<file path="config.mk">
export PLATFORM = sky130hd
export DESIGN_NAME = msk_aes_input_loader
export DESIGN_NICKNAME = d
export VERILOG_FILES = /design/src/rtl/msk_aes_input_loader.sv
export SDC_FILE = /design/constraint.sdc
export NUM_CORES = 1
export LEC_CHECK = 0
export ABC_AREA = 1
export CAP_MARGIN = 0
export CORE_ASPECT_RATIO = 0.5
export CORE_MARGIN = 8
export CORE_UTILIZATION = 30
export CTS_CLUSTER_DIAMETER = 200
export DETAILED_ROUTE_END_ITERATION = 8
export PLACE_DENSITY_LB_ADDON = 0.2
export SETUP_SLACK_MARGIN = 0.5
export SLEW_MARGIN = 15
export SYNTH_ARGS = -nofsm -noshare
export SYNTH_HDL_FRONTEND = slang
export SYNTH_SLANG_ARGS = --single-unit
export TNS_END_PERCENT = 10
</file>
<file path="constraint.sdc">
create_clock -name clk -period 2.8 [get_ports clk]
set_input_delay 0.84 -clock clk [delete_from_list [all_inputs] [get_ports clk]]
set_output_delay 0.84 -clock clk [all_outputs]
set_load 0.02 [all_outputs]
</file>
<file path="src/rtl/msk_aes_input_loader.sv">
// Input loader for the masked AES core: collects share-major 32-bit words of
// plaintext and key and presents them in the core's bit-interleaved shbus layout.
module msk_aes_input_loader #(
  parameter int d               = 2,
  parameter int WORDS_PER_SHARE = 4
) (
  input  logic             clk,
  input  logic             rst,
  input  logic [31:0]      in_data,
  input  logic             in_valid,
  output logic             in_ready,
  input  logic             in_last,
  input  logic             in_key_reuse,
  input  logic             in_inverse,
  output logic [128*d-1:0] sh_plaintext,
  output logic [128*d-1:0] sh_key,
  output logic             out_inverse,
  output logic             out_valid,
  input  logic             out_ready,
  output logic             pkt_error,
  output logic [1:0]       dbg_state,
  output logic             dbg_key_loaded
);

  // Handshake: a word moves when in_valid & in_ready at a rising clk edge; the
  // assembled block moves to the core when out_valid & out_ready at an edge.
  // Producers must hold their data stable until the transfer happens.

  localparam int PT_WORDS = WORDS_PER_SHARE * d;
  localparam int CW       = $clog2(8 * d);
  localparam int IW       = CW - 1;
  localparam logic [CW-1:0] PT_LAST  = CW'(PT_WORDS - 1);
  localparam logic [CW-1:0] KEY_BASE = CW'(PT_WORDS);
  localparam logic [CW-1:0] KEY_LAST = CW'(2 * PT_WORDS - 1);

  typedef enum logic [1:0] {
    LOAD_PT  = 2'd0,
    LOAD_KEY = 2'd1,
    FULL     = 2'd2
  } state_t;

  state_t          state;
  logic [CW-1:0]   count;
  logic            key_loaded;
  logic            reuse_q;
  logic [128*d-1:0] pt_buf;
  logic [128*d-1:0] key_buf;

  logic          accept;
  logic          reuse_eff;
  logic          pkt_done;
  logic          early_last;
  logic          pt_we;
  logic          key_we;
  logic [IW-1:0] pt_idx;
  logic [IW-1:0] key_idx;

  // Reuse is decided on the first word; later words use the latched decision.
  assign accept     = in_valid & in_ready;
  assign reuse_eff  = (count == '0) ? (in_key_reuse & key_loaded) : reuse_q;
  assign pkt_done   = ((state == LOAD_PT) && (count == PT_LAST) && reuse_eff) ||
                      ((state == LOAD_KEY) && (count == KEY_LAST));
  assign early_last = accept & in_last & ~pkt_done;
  assign pt_we      = accept & (state == LOAD_PT) & ~early_last;
  assign key_we     = accept & (state == LOAD_KEY) & ~early_last;
  assign pt_idx     = count[IW-1:0];
  assign key_idx    = IW'(count - KEY_BASE);

  assign dbg_state      = state;
  assign dbg_key_loaded = key_loaded;

  for (genvar w = 0; w < PT_WORDS; w++) begin : g_words
    logic [31:0] pt_word;
    logic [31:0] key_word;

    always_ff @(posedge clk or negedge rst) begin
      if (!rst) begin
        pt_word  <= '0;
        key_word <= '0;
      end else begin
        if (pt_we && (pt_idx == IW'(w)))
          pt_word <= in_data;
        if (key_we && (key_idx == IW'(w)))
          key_word <= in_data;
      end
    end

    assign pt_buf[32*w +: 32]  = pt_word;
    assign key_buf[32*w +: 32] = key_word;
  end

  // Storage bit b of share j lands on shbus bit d*b+j.
  for (genvar j = 0; j < d; j++) begin : g_share
    for (genvar b = 0; b < 128; b++) begin : g_bit
      assign sh_plaintext[d*b+j] = pt_buf[128*j+b];
      assign sh_key[d*b+j]       = key_buf[128*j+b];
    end
  end

  always_ff @(posedge clk or negedge rst) begin
    if (!rst) begin
      state       <= LOAD_PT;
      count       <= '0;
      key_loaded  <= 1'b0;
      reuse_q     <= 1'b0;
      out_inverse <= 1'b0;
      in_ready    <= 1'b0;
      out_valid   <= 1'b0;
      pkt_error   <= 1'b0;
    end else begin
      pkt_error <= 1'b0;
      unique case (state)
        LOAD_PT, LOAD_KEY: begin
          in_ready <= 1'b1;
          if (accept) begin
            if (early_last) begin
              // Drop the word and restart framing; a half-written key is unusable.
              pkt_error <= 1'b1;
              count     <= '0;
              state     <= LOAD_PT;
              if (state == LOAD_KEY)
                key_loaded <= 1'b0;
            end else begin
              count <= count + 1'b1;
              if (count == '0) begin
                reuse_q     <= in_key_reuse & key_loaded;
                out_inverse <= in_inverse;
              end
              if (pkt_done) begin
                state     <= FULL;
                in_ready  <= 1'b0;
                out_valid <= 1'b1;
                pkt_error <= ~in_last;
                if (state == LOAD_KEY)
                  key_loaded <= 1'b1;
              end else if ((state == LOAD_PT) && (count == PT_LAST)) begin
                state <= LOAD_KEY;
              end
            end
          end
        end
        FULL: begin
          if (out_ready) begin
            state     <= LOAD_PT;
            out_valid <= 1'b0;
            in_ready  <= 1'b1;
            count     <= '0;
          end
        end
        default: begin
          state <= LOAD_PT;
        end
      endcase
    end
  end

endmodule

</file>
Yosys cells after proc, flatten, opt, wreduce, memory -nomap -nowiden --
Index checks and enable logic that the tools add are counted.
Operators by class: $add $sub $neg 2, multiplexer cells 29, equal/unequal tests 23, reduce and logical (&&, ||, !) cells 34, bitwise logic cells 11
Operators by type and width (count):
- $eq A3 B3 Y1 const B | 8
- $logic_and A1 B1 Y1 | 19
- $mux W1 | 17
- $eq A3 B2 Y1 const B | 4
- $mux W4 | 3
- $mux W2 | 5
- $reduce_and A3 Y1 | 3
- $and A1 B1 Y1 | 8
- $ne A2 B2 Y1 const B | 4
- $pmux W4 S2 | 1
- $reduce_and A4 Y1 | 2
- $eq A3 B1 Y1 const B | 2
- $logic_not A3 Y1 | 2
- $reduce_and A5 Y1 | 1
- $add A4 B1 Y4 const B | 1
- $eq A4 B3 Y1 const B | 1
- $eq A4 B4 Y1 const B | 1
- $logic_not A4 Y1 | 1
- $ne A4 B4 Y1 const B | 1
- $pmux W1 S2 | 2
- $pmux W2 S2 | 1
- $reduce_bool A2 Y1 | 2
- $not A1 Y1 | 3
- $sub A3 B1 Y3 const B | 1
- other kinds (6) | 6
Storage, ports and cells: bits of input ports 39, output and inout port bits 519, flip-flop bits (word level) 524, logic and storage cells 123

Logic depth before layout (Yosys ltp) --
Gate-level depths: netlist (run 1).
depth after elaboration 9, gate-level depth with buffers 12, depth with buffers taken out 9

Worst setup path after synthesis (run 1) --
No wires, ideal clock.
path kind input to register, start point input in_valid, end point register g_words[2].key_word[11], arrival time 1.955 ns, setup time 0.117 ns, data required time 2.683 ns, buffers on the path 2, slack 0.727 ns, cell stages on the path 7, path through nand2_1 > nor3_2 > clkbuf_1 > nand3_1 > clkbuf_1 > nand2_1 > nand2_1
Between the ends: longest elaborated chain between the ends 6, elaborated cells on any way between the ends 7, classes of those cells 6 x bitwise; 1 x reduce/logical
RTL lines:
- from (decl) | RTL line 10 | input logic in_valid,
- $and A1 B1 Y1 * | RTL line 59 | assign accept = in_valid & in_ready;
- $and A1 B1 Y1 (2 in series) | RTL line 63 | assign early_last = accept & in_last & ~pkt_done;
- $not A1 Y1 (no line)
- $and A1 B1 Y1 * | RTL line 65 | assign key_we = accept & (state == LOAD_KEY) & ~early_last;
- $logic_and A1 B1 Y1 * | RTL line 83 | if (key_we && (key_idx == IW'(w)))
- to (signal assigned) | RTL line 84 | key_word <= in_data;
- to (decl) | RTL line 74 | logic [31:0] key_word;
Mark *: on every way between the ends. The rest lies on a longest branch, timed or not. A chain may end at the register's enable or synchronous reset.

Final worst setup path (run 1) --
start point register g_words[6].key_word[4], end point output sh_key[137]
RTL lines:
- from (decl) | RTL line 74
- from (signal assigned) | RTL line 84
- to (decl) | RTL line 16 | output logic [128*d-1:0] sh_key,
No word-level cell between the ends.

==> results of run 1 <==
layer usage:
| metal | vias up | GRT usage (%) | wire length, um | share of wire [%] |
|---|---|---|---|---|
| li1 | 9183 | - | - | - |
| met1 | 10293 | 29.0 | 39200 | 40 |
| met2 | 707 | 39.5 | 50100 | 51 |
| met3 | 176 | 2.76 | 4860 | 4.9 |
| met4 | 0 | 8.90 | 4270 | 4.3 |
| met5 | - | 0 | 0 | 0 |
final cells by class:
cell class | instances | area (sq um) | area share, %
diodes | 1 | 2.50 | 0.00811
inverters | 22 | 82.6 | 0.268
multi-input cells | 1624 | 7570 | 24.6
clock buffers | 71 | 1450 | 4.71
well taps | 972 | 1220 | 3.94
repair buffers | 673 | 7090 | 23.0
flip-flops and latches | 524 | 13100 | 42.5
clock inverters | 25 | 320 | 1.04
flip-flops by register name, summed over array words and instances (netlist names):
| register | flops |
|---|---|
| g_words.pt_word | 256 |
| reuse_q | 1 |
| in_ready | 1 |
| dbg_key_loaded | 1 |
| out_inverse | 1 |
| count | 4 |
| g_words.key_word | 256 |
| dbg_state | 2 |
| pkt_error | 1 |
| out_valid | 1 |
per-stage QoR:
step           setup slack, ps  total power [W]
6_report                   303           0.0326
5_1_grt                    282           0.0341
4_1_cts                    264           0.0330
3_5_place_dp              68.7           0.0256
3_3_place_gp              89.7           0.0255
2_1_floorplan              727           0.0177
synthesized netlist by cell type, types with 2 or more instances:
cell type	count
sky130_fd_sc_hd__a21oi_1	5
sky130_fd_sc_hd__buf_1	41
sky130_fd_sc_hd__buf_2	46
sky130_fd_sc_hd__buf_4	4
sky130_fd_sc_hd__buf_6	21
sky130_fd_sc_hd__buf_8	2
sky130_fd_sc_hd__clkbuf_1	172
sky130_fd_sc_hd__dfrtp_1	524
sky130_fd_sc_hd__ha_1	6
sky130_fd_sc_hd__inv_1	20
sky130_fd_sc_hd__inv_2	2
sky130_fd_sc_hd__nand2_1	1049
sky130_fd_sc_hd__nand3_1	24
sky130_fd_sc_hd__nand3_2	2
sky130_fd_sc_hd__nand4_1	516
sky130_fd_sc_hd__nor2_1	11
sky130_fd_sc_hd__o21ai_0	5
power by group through the flow:
stage	logic, W	clock network, W	registers [W]
after CTS	0.0135	0.00763	0.0118
final	0.0133	0.00751	0.0118
after detailed placement	0.0137	0	0.0119
after floorplan	0.00324	0	0.0145
after global placement	0.0136	0	0.0119
after global routing	0.0141	0.00795	0.0120
kinds of logic (layout without fill, tap and decap cells):
family | Yosys count | after routing
AOI/OAI and AO/OA | 11 | 11
other | 0 | 1
and+or+nand+nor | 1606 | 1606
buffers and inverters | 308 | 791
adders and majority gates | 6 | 6
DFF | 524 | 524
xor gates and xnor gates | 1 | 1
repair_timing:
action	CTS	global route
gates resized for setup	51	66
setup endpoints to repair	519	668
pin swaps	0	0
final timing paths:
kind                                          from                 endpoint  slack, ps  cells after the start
min reg2reg                g_words[0].key_word[27]  g_words[0].key_word[27]        470                      2
max                         g_words[6].key_word[4]              sh_key[137]        300                      1
min in group clk           g_words[0].key_word[27]  g_words[0].key_word[27]        470                      2
min                                            rst  g_words[2].key_word[16]        100                      1
max reg2reg                               count[0]   g_words[0].pt_word[20]        630                      7
max in group asynchronous                      rst   g_words[3].pt_word[31]       1680                      3
==> impl_results.md, run 1 <==
- Yosys warning total: 0
- Critical Path Max Stage Delay: 680 ps
- Setup TNS: 0 ps
- Length of the first detailed-routing pass in iterations: 5
- Final HPWL DP: 64500 um
- Critical Path, Cell by Cell: clkdlybuf4s50_1
- Clock transition at the registers of the reported paths: 70 ps
- Adder and majority gate portion of the synthesized area: 0.340%
- Design internal power: 0.0196 W
- Placed standard-cell area: 29000 sq um
- Count of placed standard cells in the final layout, fillers left out: 3912
- Synthesized-area fraction occupied by ao, oa, aoi and oai cells: 0.261%
- Number of distinct library cell variants in the gate-level netlist after synthesis: 23
- H-tree Lvls: 2
- RSZ-0062 raised after global routing: yes
- Post-synthesis share of cell area spent on xor and xnor gates: 0.0397%
- Placed Cells: 3815
- Worst-skew pair later-pin latency: 600 ps
- Share of async-settable or async-resettable flops after synthesis: 100%
- Clk sinks: 524
- Global-route wire length before repair: 143000 um
- Area growth from synthesis to layout: 39.9%
- Total routing resource utilization after global routing: 22.8%
- Proportion of synthesized area in mux cells: 0%
- Hold_ws: 98.8 ps
- Antenna violations before repair: 2
- Hold violation count in the final report: 0
- CTS Hold Bufs: 0
- Synth area leaders: sky130_fd_sc_hd__dfrtp_1 59%, sky130_fd_sc_hd__nand2_1 18%, sky130_fd_sc_hd__nand4_1 15%, sky130_fd_sc_hd__clkbuf_1 2.9%, sky130_fd_sc_hd__buf_6 1.1%
- Element type at the critical path start: flip-flop
- Inserted Clock Buffers: 52
- Mean number of vias per cell: 5.20
- Leakage: 16.3 nW
- Core utilization of the finished layout: 42.3%
- Cell at the root of the clock tree: sky130_fd_sc_hd__clkbuf_16
- Die X: 399 um
- Period utilization: 89.2%
- Setup CP Type: flip-flop to output port
- Slowest stage cell on the critical path: sky130_fd_sc_hd__clkdlybuf4s50_1
- Number of buffer and inverter instances along the worst setup path: 1
- Commonest non-fill, non-tap cells in the layout: 1049 x sky130_fd_sc_hd__nand2_1, 524 x sky130_fd_sc_hd__dfrtp_1, 516 x sky130_fd_sc_hd__nand4_1
- Average wire per standard cell: 25.2 um
- First-iteration detailed-routing DRC count: 1708
- Most frequently used flop master after synthesis: sky130_fd_sc_hd__dfrtp_1
- Total power per unit cell area: 1060 nW/um^2
- Synthesized netlist net count: 2501
- Gr ovfl total: 0
- Seq/Total Area, Yosys: 59.5%
- Clk buf depth: 3
- Final non-filler cell area: 30800 sq um
- Run status: finished, final reports clean
- Part of the total power dissipated in the clock network: 23.0%
- DIE AREA: 83000 sq um
- Max-slew violation count: 0
- Vias in the first global route: 19.6k
- Share of cells above drive strength 1: 7.62%
- Cell taking the most area after synthesis: sky130_fd_sc_hd__dfrtp_1
- Fmax: 401 MHz
- Synth Cell Area: 22100 sq um
- Crit-path leading delay family: buffers and inverters
- Number of flops mapped to enable cells by yosys: 0
- Buffer count from post-CTS setup fixing: 0
- Number of antenna-violating nets in the routed design: 0
- Floorplan Core Area: 72900 sq um
- Sum of routed wire length over all layers: 98400 um
- NetSw: 0.0130 W
- Global placer's final weighted congestion: 0.822
- Largest family of logic cells by synthesized area: simple AND/OR/NAND/NOR gates
- Rows: 70
- Largest voltage drop on the vdd net: 440 uV
- Clock tree from TritonCTS: done
- Critical path capture point type: output port
- Worst path arrival time: 1660 ps
- Simple logic cell fraction of the synthesized area: 33.5%
- Data required time at the worst endpoint: 1960 ps
- Max-capacitance violation count: 0
- Combinational group share of total power: 40.9%
- Residual DRC: 0
- Vias after detailed routing: 20.4k
- Number of primary I/O pins: 558
- Fin Clk Skew: 17.7 ps
- Filler Cell Count: 7172
- Flip-flop and latch count after synthesis: 524
- Pin count of the biggest net entering global routing: 67
- Switching part of the total: 39.8%
- Net count reported at finish: 2942
- Part of the total power dissipated in sequential elements: 36.1%
- Die Height: 208 um
- Worst Path Max Fanout: 2
- Commonest non-fill, non-tap cell in the layout: sky130_fd_sc_hd__nand2_1
- Initial Utilization: 30.3%
- Synthesized netlist cell count: 2456
- Path type of the worst min-delay path: primary input to async pin
- Max_slew headroom: 44.5%
- Port Buffers: 557
- Avg Cell Area, Syn: 8.98 sq um
- Tmin final: 2500 ps
- Fraction of post-synthesis cell area in the top cell type by area: 59.5%
- Number of endpoints failing setup at the final stage: 0
- Actual slew at the worst max-slew pin: 832 ps
Note: power is estimated with default switching activity, not from simulation.
==> inputs of run 2 (changes only) <==
- CELL_PAD_IN_SITES_DETAIL_PLACEMENT: not set -> 1
- CELL_PAD_IN_SITES_GLOBAL_PLACEMENT: not set -> 1
- CTS_CLUSTER_SIZE: not set -> 28
- clock period: 2.8 -> 2.88 ns (I/O delays scaled with it)
==> run 2 against run 1 <==
Net effect:
- sequential power hardly changed
- largest power group unchanged
- first-iteration DRC count is 1.2% higher
- cell count fell by 1.8%
- count of clock-buffer cells in the layout fell by 48
- final area fell by 3.4%
- critical endpoint is now sh_key[139]
- setup slack improved by 61 ps
- clock skew grew 13 ps
- combinational power barely moved
- register-to-register slack got worse by 60 ps
- clock power is 47% lower
- routed wire length grew 5.0%
- hold slack gained 66 ps
==> impl_results.md, run 2 (synthesized netlist as in run 1, its figures left out) <==
- Crit-path leading delay family: buffers and inverters
- Max_slew headroom: 41.1% (-3.5 points)
- Global placer's final weighted congestion: 0.790 (-3.9%)
- Length of the first detailed-routing pass in iterations: 5 (unchanged)
- DIE AREA: 83000 sq um (unchanged)
- Average wire per standard cell: 26.9 um (+6.9%)
- Vias after detailed routing: 20.2k (-0.86%)
- Fmax: 398 MHz
- Slowest stage cell on the critical path: sky130_fd_sc_hd__clkdlybuf4s50_1
- Setup slack after placement: 122 ps (+53.5 ps)
- Element type at the critical path start: flip-flop
- Floorplan Core Area: 72900 sq um (unchanged)
- Cell at the root of the clock tree: sky130_fd_sc_hd__clkbuf_16
- Gr ovfl total: 0 (unchanged)
- Port Buffers: 557 (unchanged)
- Final HPWL DP: 67900 um (+5.4%)
- Global-route wire length before repair: 151000 um (+5.8%)
- Net count reported at finish: 2916 (-0.88%)
- Residual DRC: 0 (unchanged)
- Critical Path Max Stage Delay: 650 ps (-30 ps)
- Commonest non-fill, non-tap cell in the layout: sky130_fd_sc_hd__nand2_1
- Clk buf depth: 3 (unchanged)
- RSZ-0062 raised after global routing: yes
- Inserted Clock Buffers: 22 (-58%)
- Run status: finished, final reports clean
- Worst path arrival time: 1650 ps (about the same)
- Number of endpoints failing setup at the final stage: 0 (unchanged)
- Number of primary I/O pins: 558 (unchanged)
- Rows: 70 (unchanged)
- Area growth from synthesis to layout: 35.1%
- Fin Clk Skew: 30.4 ps (+12.7 ps)
- Data required time at the worst endpoint: 2020 ps (+60 ps)
- Antenna violations before repair: 2 (unchanged)
- Setup TNS: 0 ps (unchanged)
- Critical Path, Cell by Cell: clkdlybuf4s50_1
- Path type of the worst min-delay path: primary input to async pin
- Total routing resource utilization after global routing: 24.1% (+1.3 points)
- Worst Path Max Fanout: 2 (unchanged)
- Worst-skew pair later-pin latency: 610 ps (about the same)
- H-tree Lvls: 1 (-1)
- Pin count of the biggest net entering global routing: 96 (+43%)
- Max-capacitance violation count: 0 (unchanged)
- Tmin final: 2520 ps
- Number of buffer and inverter instances along the worst setup path: 1 (unchanged)
- Clk sinks: 524 (unchanged)
- Vias in the first global route: 20.7k (+5.2%)
- Setup CP Type: flip-flop to output port
- Sum of routed wire length over all layers: 103000 um (+5.0%)
- Clock transition at the registers of the reported paths: 120 ps (+50 ps)
- First-iteration detailed-routing DRC count: 1728 (+1.2%)
- Setup slack of the critical path after layout: 365 ps (+61.3 ps)
- Period utilization: 87.3%
- Commonest non-fill, non-tap cells in the layout: 1049 x sky130_fd_sc_hd__nand2_1, 524 x sky130_fd_sc_hd__dfrtp_1, 516 x sky130_fd_sc_hd__nand4_1
- Antenna diodes: 0 (-1)
- Clock tree from TritonCTS: done
- Max-slew violation count: 0 (unchanged)
- Largest regs: g_words.key_word x256, g_words.pt_word x256, count x4
- Critical path capture point type: output port
- Hold_ws: 165 ps (+66.1 ps)
- Actual slew at the worst max-slew pin: 884 ps (+51.8 ps)
- Mean number of vias per cell: 5.25 (+0.92%)
- CTS Hold Bufs: 0 (unchanged)
- Leakage: 16.0 nW (-2.0%)
- Largest voltage drop on the vdd net: 512 uV (+16%)
- Die X: 399 um (unchanged)
- Number of antenna-violating nets in the routed design: 0 (unchanged)
- Share of cells above drive strength 1: 5.99% (-1.6 points)
- Initial Utilization: 30.3% (unchanged)
- Die Height: 208 um (unchanged)
- Total power per unit cell area: 956 nW/um^2 (-9.6%)
- Filler Cell Count: 8313 (+16%)
- Hold violation count in the final report: 0 (unchanged)
## run 2: final cells by class
| class | instances | area [sq um] | share of cell area (%) |
|---|---|---|---|
| Sequential cell | 524 | 13100 | 44.0 |
| Multi-Input combinational cell | 1624 | 7570 | 25.4 |
| Timing Repair Buffer | 677 | 7230 | 24.3 |
| Tap cell | 972 | 1220 | 4.08 |
| Clock buffer | 23 | 576 | 1.93 |
| Inverter | 22 | 82.6 | 0.277 |
| Clock inverter | 1 | 8.76 | 0.0294 |
## run 2: per-stage QoR
stage / utilization, % / cells / area [sq um] / total power (W)
2_1_floorplan: - / 2456 / 22100 / 0.0172
6_report: 40.9 / 3843 / 29800 / 0.0285
4_1_cts: 40.6 / 3843 / 29600 / 0.0289
3_5_place_dp: 39.9 / 3819 / 29100 / 0.0251
3_3_place_gp: 39.9 / 3819 / 29100 / 0.0249
5_1_grt: 40.9 / 3843 / 29800 / 0.0299
## run 2: path summary, 6_finish.rpt
kind	startpoint	end	slack, ps	cells after the start
min in group clk	g_words[5].key_word[7]	g_words[5].key_word[7]	480	2
max reg2reg	count[0]	g_words[5].pt_word[10]	570	11
max	g_words[6].key_word[5]	sh_key[139]	360	1
min reg2reg	g_words[5].key_word[7]	g_words[5].key_word[7]	480	2
max in group asynchronous	rst	g_words[7].key_word[6]	1820	3
min	rst	g_words[2].key_word[16]	160	1
## run 2: routing by layer
metal	vias up	routed length, um	track usage, %	part of all wire, %
li1	9053	-	-	-
met1	10477	43200	31.1	42
met2	517	52500	42.5	51
met3	136	4170	2.68	4.0
met4	0	3450	6.94	3.3
met5	-	0	0	0
## run 2: repair_timing
item | CTS | global route
pin swaps | 0 | 0
resized for setup | 51 | 78
setup endpoints to repair | 519 | 783
setup buffers | 0 | 0
## run 2: power breakdown
group / total [W] / switching, W / internal (W)
sequential: 0.0115 / 0.00177 / 0.00975
clock: 0.00396 / 0.00251 / 0.00145
combinational: 0.0130 / 0.00783 / 0.00516
total: 0.0285 / 0.0121 / 0.0164
==> inputs of run 3 (changes only) <==
- SETUP_SLACK_MARGIN: 0.5 -> 0.02
==> run 3 against run 2 <==
Net effect:
- fmax shrank 8.1%
- cell count is essentially flat
- hold slack lost 1.8 ps
- register-to-register slack is essentially flat
- global-route usage is essentially flat
- clock power is essentially flat
- final area shrank 0.43%
- count of clock-buffer cells in the layout is the same
- sequential share of layout area grew 0.19 points
- via count shrank 0.15%
- die area is the same
- critical path type unchanged
- largest cell class unchanged
- largest power group unchanged
==> impl_results.md, run 3 (synthesized netlist as in run 1, its figures left out) <==
- Die Height: 208 um (unchanged)
- Worst Path Max Fanout: 7 (+5)
- Vias in the first global route: 20.7k (+0.0097%)
- Port Buffers: 557 (unchanged)
- Data required time at the worst endpoint: 2020 ps (about the same)
- Die X: 399 um (unchanged)
- Sum of routed wire length over all layers: 103000 um (+0.15%)
- Setup slack of the critical path after layout: 142 ps (-223 ps)
- Run status: finished, final reports clean
- Net count reported at finish: 2916 (unchanged)
- Period utilization: 95.1% (+7.7 points)
- First-iteration detailed-routing DRC count: 1759 (+1.8%)
- Setup CP Type: flip-flop to output port
- Slowest stage cell on the critical path: sky130_fd_sc_hd__clkdlybuf4s50_1
- Antenna violations before repair: 2 (unchanged)
- Commonest non-fill, non-tap cells in the layout: 1049 x sky130_fd_sc_hd__nand2_1, 546 x sky130_fd_sc_hd__clkdlybuf4s50_1, 524 x sky130_fd_sc_hd__dfrtp_1
- Number of endpoints failing setup at the final stage: 0 (unchanged)
- Mean number of vias per cell: 5.24 (-0.17%)
- Fmax: 365 MHz (-8.1%)
- Element type at the critical path start: flip-flop
- Total power per unit cell area: 969 nW/um^2 (+1.4%)
- Path type of the worst min-delay path: primary input to async pin
- Initial Utilization: 30.3% (unchanged)
- Power, Total: 0.0287 W (+0.95%)
- Final HPWL DP: 67900 um (unchanged)
- Clk sinks: 524 (unchanged)
- Number of buffer and inverter instances along the worst setup path: 1 (unchanged)
- Max-slew violation count: 0 (unchanged)
- Largest regs: g_words.key_word x256, g_words.pt_word x256, count x4
- Share of cells above drive strength 1: 5.99% (unchanged)
- Crit-path leading delay family: buffers and inverters
- Fin Clk Skew: 31.0 ps (+0.584 ps)
- Largest voltage drop on the vdd net: 513 uV (+0.34%)
- DIE AREA: 83000 sq um (unchanged)
- Max_slew headroom: 41.7% (+0.63 points)
- Floorplan Core Area: 72900 sq um (unchanged)
- Commonest non-fill, non-tap cell in the layout: sky130_fd_sc_hd__nand2_1
- Setup TNS: 0 ps (unchanged)
- CTS Hold Bufs: 0 (unchanged)
- Clk buf depth: 3 (unchanged)
- RSZ-0062 raised after global routing: no
- Inserted Clock Buffers: 22 (unchanged)
- Gr ovfl total: 0 (unchanged)
- Max-capacitance violation count: 0 (unchanged)
- Global-route wire length before repair: 151000 um (about the same)
- Core utilization of the finished layout: 40.7% (-0.18 points)
- Clock transition at the registers of the reported paths: 120 ps (about the same)
- Critical Path, Cell by Cell: clkdlybuf4s50_1
- Critical Path Max Stage Delay: 710 ps (+60 ps)
- Residual DRC: 0 (unchanged)
- Worst-skew pair later-pin latency: 610 ps (about the same)
- Average wire per standard cell: 26.9 um (+0.12%)
- Vias after detailed routing: 20.2k (-0.15%)
- Critical path capture point type: output port
- Global placer's final weighted congestion: 0.790 (unchanged)
- Total routing resource utilization after global routing: 24.1% (about the same)
- Length of the first detailed-routing pass in iterations: 5 (unchanged)
- Worst path arrival time: 1870 ps (+220 ps)
- Tmin final: 2740 ps (+223 ps)
- Setup slack after placement: 122 ps (unchanged)
- Pin count of the biggest net entering global routing: 96 (unchanged)
- Area growth from synthesis to layout: 34.5%
- Clock tree from TritonCTS: done
- Number of resized instances in the post-cts repair step: 0 (-100%)
- Hold violation count in the final report: 0 (unchanged)
- Buffer count from post-CTS setup fixing: 0 (unchanged)
- Number of primary I/O pins: 558 (unchanged)
- H-tree Lvls: 1 (unchanged)
- Leakage: 14.6 nW (-8.8%)
- Actual slew at the worst max-slew pin: 874 ps (-9.41 ps)
- Rows: 70 (unchanged)
- Cell at the root of the clock tree: sky130_fd_sc_hd__clkbuf_16
- Number of antenna-violating nets in the routed design: 0 (unchanged)
==> run 3: routing by layer <==
metal	global-route usage, %	up-vias	part of all wire [%]
met3	2.68	137	3.8
met2	42.5	495	51
met1	31.0	10470	42
li1	-	9051	-
met5	0	-	0
met4	6.94	0	3.3
==> run 3: worst paths after layout <==
kind	end	slack (ps)	cells after the start	from
max	dbg_state[1]	140	1	dbg_state[1]
min	g_words[2].key_word[16]	160	1	rst
max reg2reg	g_words[5].pt_word[10]	570	11	count[0]
min reg2reg	g_words[5].key_word[7]	480	2	g_words[5].key_word[7]
max in group asynchronous	g_words[7].pt_word[5]	1820	3	rst
min in group clk	g_words[5].key_word[7]	480	2	g_words[5].key_word[7]
==> run 3: stage by stage <==
stage,hold WS [ps],area (sq um),instances
4_1_cts,137,29700,3843
2_1_floorplan,453,22100,2456
3_5_place_dp,457,29100,3819
6_report,163,29700,3844
3_3_place_gp,453,29100,3819
5_1_grt,153,29700,3843
==> run 3: layout make-up <==
class | count | area (sq um)
Antenna cell | 1 | 2.50
Clock buffer | 23 | 576
Clock inverter | 1 | 8.76
Fill cell | 8325 | 43200
Inverter | 22 | 82.6
Multi-Input combinational cell | 1624 | 7570
Sequential cell | 524 | 13100
Tap cell | 972 | 1220
Timing Repair Buffer | 677 | 7090
==> run 3: power breakdown <==
part | switching [W] | internal (W) | total, W
sequential | 0.00180 | 0.00975 | 0.0115
clock | 0.00252 | 0.00145 | 0.00397
combinational | 0.00783 | 0.00540 | 0.0132
